$ cat src/rtl/full_adder_pkg.sv
// Shared constants and types for the full adder slice.
// Holds the bit counter width, its saturation value and the register bundle.
package full_adder_pkg;

    localparam int CNT_W = 8;
    localparam logic [CNT_W-1:0] CNT_MAX = 8'd255;

    typedef struct packed {
        logic             sum;
        logic             cout;
        logic             vld;
        logic [CNT_W-1:0] cnt;
    } fa_regs_t;

    localparam fa_regs_t REGS_RST = '{
        sum:  1'b0,
        cout: 1'b0,
        vld:  1'b0,
        cnt:  '0
    };

    function automatic logic [CNT_W-1:0] sat_inc(
        input logic [CNT_W-1:0] v
    );
        return (v == CNT_MAX) ? v : v + 1'b1;
    endfunction

endpackage

$ cat src/rtl/full_adder_fa_cell.sv
// Pure combinational one-bit full adder cell.
// Sum is the parity of the inputs, carry is their majority.
module fa_cell (
    input  logic a_i,
    input  logic b_i,
    input  logic ci_i,
    output logic s_o,
    output logic co_o
);

    assign s_o  = a_i ^ b_i ^ ci_i;
    assign co_o = (a_i & b_i) | (a_i & ci_i) | (b_i & ci_i);

endmodule

$ cat src/rtl/full_adder.sv
// Full adder with registered outputs and a bit-serial carry loop.
// cout_q doubles as the serial carry register; bit_cnt counts serial bits.
module full_adder
    import full_adder_pkg::*;
(
    input  logic             clk,
    input  logic             rst,
    input  logic             a,
    input  logic             b,
    input  logic             cin,
    input  logic             serial_en,
    input  logic             in_valid,
    output logic             sum,
    output logic             cout,
    output logic             sum_q,
    output logic             cout_q,
    output logic             out_valid,
    output logic [CNT_W-1:0] bit_cnt
);

    fa_regs_t regs_q;
    fa_regs_t regs_d;
    logic     carry_sel;

    assign carry_sel = serial_en ? regs_q.cout : cin;

    fa_cell u_cell (
        .a_i  (a),
        .b_i  (b),
        .ci_i (carry_sel),
        .s_o  (sum),
        .co_o (cout)
    );

    always_comb begin
        regs_d     = regs_q;
        regs_d.vld = in_valid;
        if (in_valid) begin
            regs_d.sum  = sum;
            regs_d.cout = cout;
            // A non-serial accepted cycle restarts the serial bit count.
            regs_d.cnt  = serial_en ? sat_inc(regs_q.cnt) : '0;
        end
    end

    always_ff @(posedge clk or posedge rst) begin
        if (rst) begin
            regs_q <= REGS_RST;
        end else begin
            regs_q <= regs_d;
        end
    end

    assign sum_q     = regs_q.sum;
    assign cout_q    = regs_q.cout;
    assign out_valid = regs_q.vld;
    assign bit_cnt   = regs_q.cnt;

endmodule

$ cat config.mk
export PLATFORM = sky130hd
export DESIGN_NAME = full_adder
export DESIGN_NICKNAME = d
export VERILOG_FILES = /design/src/rtl/full_adder_pkg.sv /design/src/rtl/full_adder_fa_cell.sv /design/src/rtl/full_adder.sv
export SDC_FILE = /design/constraint.sdc
export NUM_CORES = 1
export LEC_CHECK = 0
export CAP_MARGIN = 20
export CORE_UTILIZATION = 43
export CTS_CLUSTER_DIAMETER = 100
export CTS_CLUSTER_SIZE = 8
export DETAILED_ROUTE_END_ITERATION = 10
export GPL_TIMING_DRIVEN = 0
export HOLD_SLACK_MARGIN = 0.02
export PLACE_DENSITY = 0.76
export SETUP_SLACK_MARGIN = 0.15
export SYNTH_ARGS = -nofsm -noshare
export SYNTH_HDL_FRONTEND = slang
export SYNTH_SLANG_ARGS = --single-unit
$ cat constraint.sdc
create_clock -name clk -period 2 [get_ports clk]
set_clock_uncertainty 0.05 [all_clocks]
set_input_delay 0.3 -clock clk [delete_from_list [all_inputs] [get_ports clk]]
set_output_delay 0.3 -clock clk [all_outputs]
set_load 0.1 [all_outputs]
After elaboration in Yosys (flattened, before gate mapping)
Cells that the tools add are included. W data, S select, Z words.

Bits in registers: 11. Input bits: 7. Output and inout bits: 13. Word-level logic and storage cells: 18.

Add/sub/neg operators: 1. Eq/ne operators: 2. Muxes and demuxes: 3. Bitwise gates (word level): 7. Reduce and logical (&&, ||, !) cells: 1.

Operator list (count): $mux W8 (2); $add A8 B1 Y8 const B (1); $eq A8 B8 Y1 const B (1); $and A1 B1 Y1 (3); $ne A2 B2 Y1 const B (1); $or A1 B1 Y1 (2); $reduce_and A2 Y1 (1); $xor A1 B1 Y1 (2); $mux W1 (1).

Logic depth before layout (Yosys ltp)
Depth after elaboration: 4. Mapped depth: 4. Mapped depth without buffers: 4.

Hierarchy
A second synthesis with hierarchy kept.

Cells, all modules: 54. Area total of the unflattened synthesis: 598.1 um2.

Modules (own cells, without submodules): full_adder (instances 1, cells an instance 53, area each 578.1 um2, sequential area each 275.3 um2); fa_cell (instances 1, cells an instance 1, area each 20.0 um2, sequential area each 0.0 um2).

Worst setup path before layout
No wires, ideal clock.

Kind: reg2reg. Start point: register regs_q (netlist bit cout_q). End point: register regs_q (netlist bit sum_q). Library setup time: 0.070 ns. Arrival time: 2.593 ns. Data required time: 1.880 ns. Setup slack: -0.713 ns. Cell stages (with the launch flop): 4. Buffers on the path: 0. Period minus slack after synthesis: 2.713 ns. Path through: dfrtp_1 -> mux2_2 -> fa_1 -> mux2_2.

Longest elaborated chain between the ends: 2.

Ends and longest elaborated chain: from (decl) (line full_adder.sv:21) `fa_regs_t regs_q;`; from (signal assigned) (line full_adder.sv:50) `regs_q <= regs_d;`; $mux W1 (line full_adder.sv:25) `assign carry_sel = serial_en ? regs_q.cout : cin;`; $xor A1 B1 Y1 (line full_adder_fa_cell.sv:11) `assign s_o = a_i ^ b_i ^ ci_i;`; net sum (line full_adder.sv:13) `output logic sum,`.

The timed path passes the listed nets, and every way through them passes these cells. A chain may end at the register's enable or synchronous reset.

Final worst setup path
Start point: register regs_q (netlist bit cout_q). End point: output sum.

Longest elaborated chain between the ends: 2.

Ends and longest elaborated chain (line): $mux W1 (full_adder.sv:25); $xor A1 B1 Y1 (full_adder_fa_cell.sv:11); to (decl) (full_adder.sv:13).

Every way passes these cells.

==> impl_summary.log <==
[metrics] library cell used as clock root buffer: clkbuf_4
[metrics] CP Capture Point: sum
[metrics] buffer levels on the longest clock path: 2
[metrics] R2R Path Start: bit_cnt[0]
[metrics] total track usage: 21.2%
[metrics] capturing element type of the critical path: output pin
[metrics] leading cell type in the layout, fill and taps excluded: clkdlybuf4s15_2
[metrics] Layout area overhead: 49.5%
[metrics] warning count from the yosys run: 0
[metrics] Starting Density: 46.2%
[metrics] FMAX: 0.475 GHz
[metrics] register area: 294 sq um
[metrics] clock latency of the later-clocked register in the worst-skew pair: 270 ps
[metrics] number of fill cells: 108
[metrics] most frequent cells in the layout: clkdlybuf4s15_2, dfrtp_2, clkdlybuf4s50_1
[metrics] syn_area_per_cell: 10.5 sq um
[metrics] clock sinks: 11
[metrics] area of the multi-input gates: 327 sq um
[metrics] Slew @ Worst Pin: 945 ps
[metrics] grt total ovfl: 0
[metrics] antenna violations before repair: 0
[metrics] starting DRC count in detailed routing: 34
[metrics] combinational family with the most area after synthesis: compound AO/OA/AOI/OAI gates
[metrics] failing checks: setup timing
[metrics] cell depth of the worst setup path: 3
[metrics] IO buf count: 18
[metrics] largest voltage drop on the vdd net: 0.000846 V
[metrics] via count normalized by instance count: 5.96
[metrics] synthesized netlist net count: 67
[metrics] Final Worst Setup Slack: -106 ps
[metrics] synthesized instance count: 58
[metrics] register bit count reported by yosys: 11
[metrics] Compound-Gate Fraction of Synth Area: 20.7%
[metrics] CTS clock-pin slew for the worst setup and hold paths: 70 ps
[metrics] last weighted congestion value of the routability-driven placer: 0.852
[metrics] path type of the worst min-delay path: in2async
[metrics] max-slew headroom at the worst pin: 37.3%
[metrics] DR DRC count: 0
[metrics] worst r2r dst: bit_cnt[3]
[metrics] Setup crit start kind: flip-flop
[metrics] chip height: 39.6 um
[metrics] Synth Area in XOR/XNOR: 0%
[metrics] period utilization: 105%
[metrics] number of nets with antenna violations after detailed routing: 0
[metrics] routed length per placed instance: 14.5 um
[metrics] number of flops mapped to enable cells by yosys: 0
[metrics] setup slack after placement: -995 ps
[metrics] instance area at placement: 840 sq um
[metrics] gate family responsible for the most delay along the worst path: adder cells
[metrics] vias after detailed routing: 578
[metrics] Worst Path Required: 1650 ps
[metrics] final instance area: 911 sq um
[metrics] first drt pass iteration count: 4
[metrics] number of hold violations in the final report: 0
[metrics] Pwr per Cell Area: 980 nW/um^2
[metrics] total CTS buffers: 3
[metrics] die boundary width: 39.6 um
[metrics] Netlist Area Pre-Place: 609 sq um
[metrics] highest-delay cell along the critical path: fa_2
[metrics] number of buffers and inverters on the critical path: 1
[metrics] fraction of synthesized area in multiplexers: 7.39%
[metrics] drt total wl: 1.41 mm
[metrics] share of synthesized cell area in and, or, nand and nor gates: 18.1%
[metrics] start-to-end type of the worst setup path: reg2out
[metrics] worst-case reg-to-reg path depth: 4
[metrics] Finish-stage setup viols: 1
[metrics] first-pass GRT wire length: 2.14 mm
[metrics] estimated wirelength of the detail-placed design: 945 um
[metrics] clock tree from TritonCTS: yes
[metrics] Die Outline Area: 1570 sq um
[metrics] Placement Rows: 13
[metrics] share of synthesized registers carrying an async set or reset: 100%
[metrics] post-synthesis share of cell area spent on full adders, half adders and majority gates: 5.34%
[metrics] maximum number of pins on one net before global-route repair: 12
[metrics] CP Launch Point: cout_q
[metrics] count of nets after finishing: 92
[metrics] vias in the first global route: 451
[metrics] Core Region: 1320 sq um
[metrics] top fanout value on the critical path: 2
[metrics] cells traversed along the worst timing path: mux2_4, fa_2, buf_12
[metrics] arrival time at the worst endpoint: 1760 ps
[metrics] slowest stage delay, CP: 560 ps
[metrics] time the final worst path needs with I/O delays and setup: 2110 ps
[metrics] number of hold buffers added after CTS: 0
[metrics] sequential-to-total area share from yosys stat: 45.2%
[metrics] run status: finished, violations left
[metrics] setup repair after global routing missed its margin: true
[metrics] MaxCap Viol Count: 0
[metrics] Tot Pwr: 893 uW
[metrics] final slew viol count: 0
[metrics] Worst R2R Setup Slack: 320 ps
[metrics] count of cell types in the netlist: 28
[metrics] top_reg_cell synth: dfrtp_1
[metrics] share of post-route cells with drive strength above 1: 42.7%
[metrics] Top Ports: 20
[metrics] antenna diode instance count: 0
[metrics] leakage power total: 0.000353 uW
[metrics] number of levels the H-tree was split into: 1
repair_timing:
item,in CTS,in global routing
setup buffers,1,1
setup endpoints to repair,13,3
gates resized for setup,47,1
pin swaps,1,0
worst reg2reg max path, delay by kind of cell, from the launching register on:
family                   cells  cell delay [ps]
AO/OA/AOI/OAI                2              590
adder cells (fa/ha/maj)      1              240
flip-flops                   1              510
AND/OR/NAND/NOR              1              190
synthesized netlist by cell type, drive strengths merged (2+ instances only):
| library cell | count | area [sq um] |
|---|---|---|
| a211oi | 2 | 15.0 |
| a21oi | 4 | 20.0 |
| a41oi | 2 | 17.5 |
| and3 | 3 | 23.8 |
| dfrtp | 11 | 275 |
| inv | 3 | 11.3 |
| mux2 | 4 | 45.0 |
| nand2 | 3 | 11.3 |
| nand2b | 2 | 12.5 |
| nand3 | 3 | 15.0 |
| nor2b | 2 | 12.5 |
| nor4 | 2 | 12.5 |
| o21ai | 2 | 10.0 |
| o31ai | 2 | 15.0 |
sequential cells by signal, indices dropped and copies added, names as in the netlist:
name	flops
bit_cnt	8
out_valid	1
cout_q	1
sum_q	1
routing by layer:
| layer | global-route usage, % | part of all wire (%) | vias to the layer above |
|---|---|---|---|
| met5 | 0 | 0 | - |
| met4 | 10.3 | 1.8 | 0 |
| met3 | 5.11 | 5.0 | 4 |
| met2 | 31.6 | 49 | 22 |
| met1 | 28.1 | 44 | 277 |
| li1 | - | - | 275 |
final cells by class:
cell class	instances	share of cell area [%]
inverter	3	1.24
multi-input combinational	42	35.9
buffer	2	0.962
clock buffer	4	2.88
tap	15	2.06
sequential	11	32.3
timing repair buffer	20	24.7
how the worst min path moves through the flow:
stage | endpoint | slack, ps | cells after the start | start
6_report | sum_q | 260 | 2 | rst
5_1_grt | sum_q | 350 | 2 | rst
4_1_cts | sum_q | 280 | 2 | rst
3_5_place_dp | sum_q | 450 | 1 | sum_q
3_3_place_gp | sum_q | 450 | 1 | sum_q
2_1_floorplan | out_valid | 100 | 1 | rst
cell families after synthesis:
family,after synthesis
adders and majority gates,2
and+or+nand+nor,18
buffers and inverters,5
muxes,4
AOI/OAI and AO/OA,18
DFF,11
where the power goes:
group          leakage (uW)  switching (uW)  internal [uW]
registers          0.000130            37.5            257
clock network     0.0000150            81.1           77.3
logic              0.000208             314            127
total              0.000353             433            460
through the flow:
stage	TNS (ps)	std cells	utilization, %	hold slack (ps)
after global routing	-146	97	69.1	351
final	-106	97	69.1	259
after global placement	-1640	91	63.7	449
after detailed placement	-1660	91	63.7	453
after floorplan	-369	58	-	102
after CTS	-115	96	68.5	282
No activity file was read; power rests on OpenSTA's default activity.
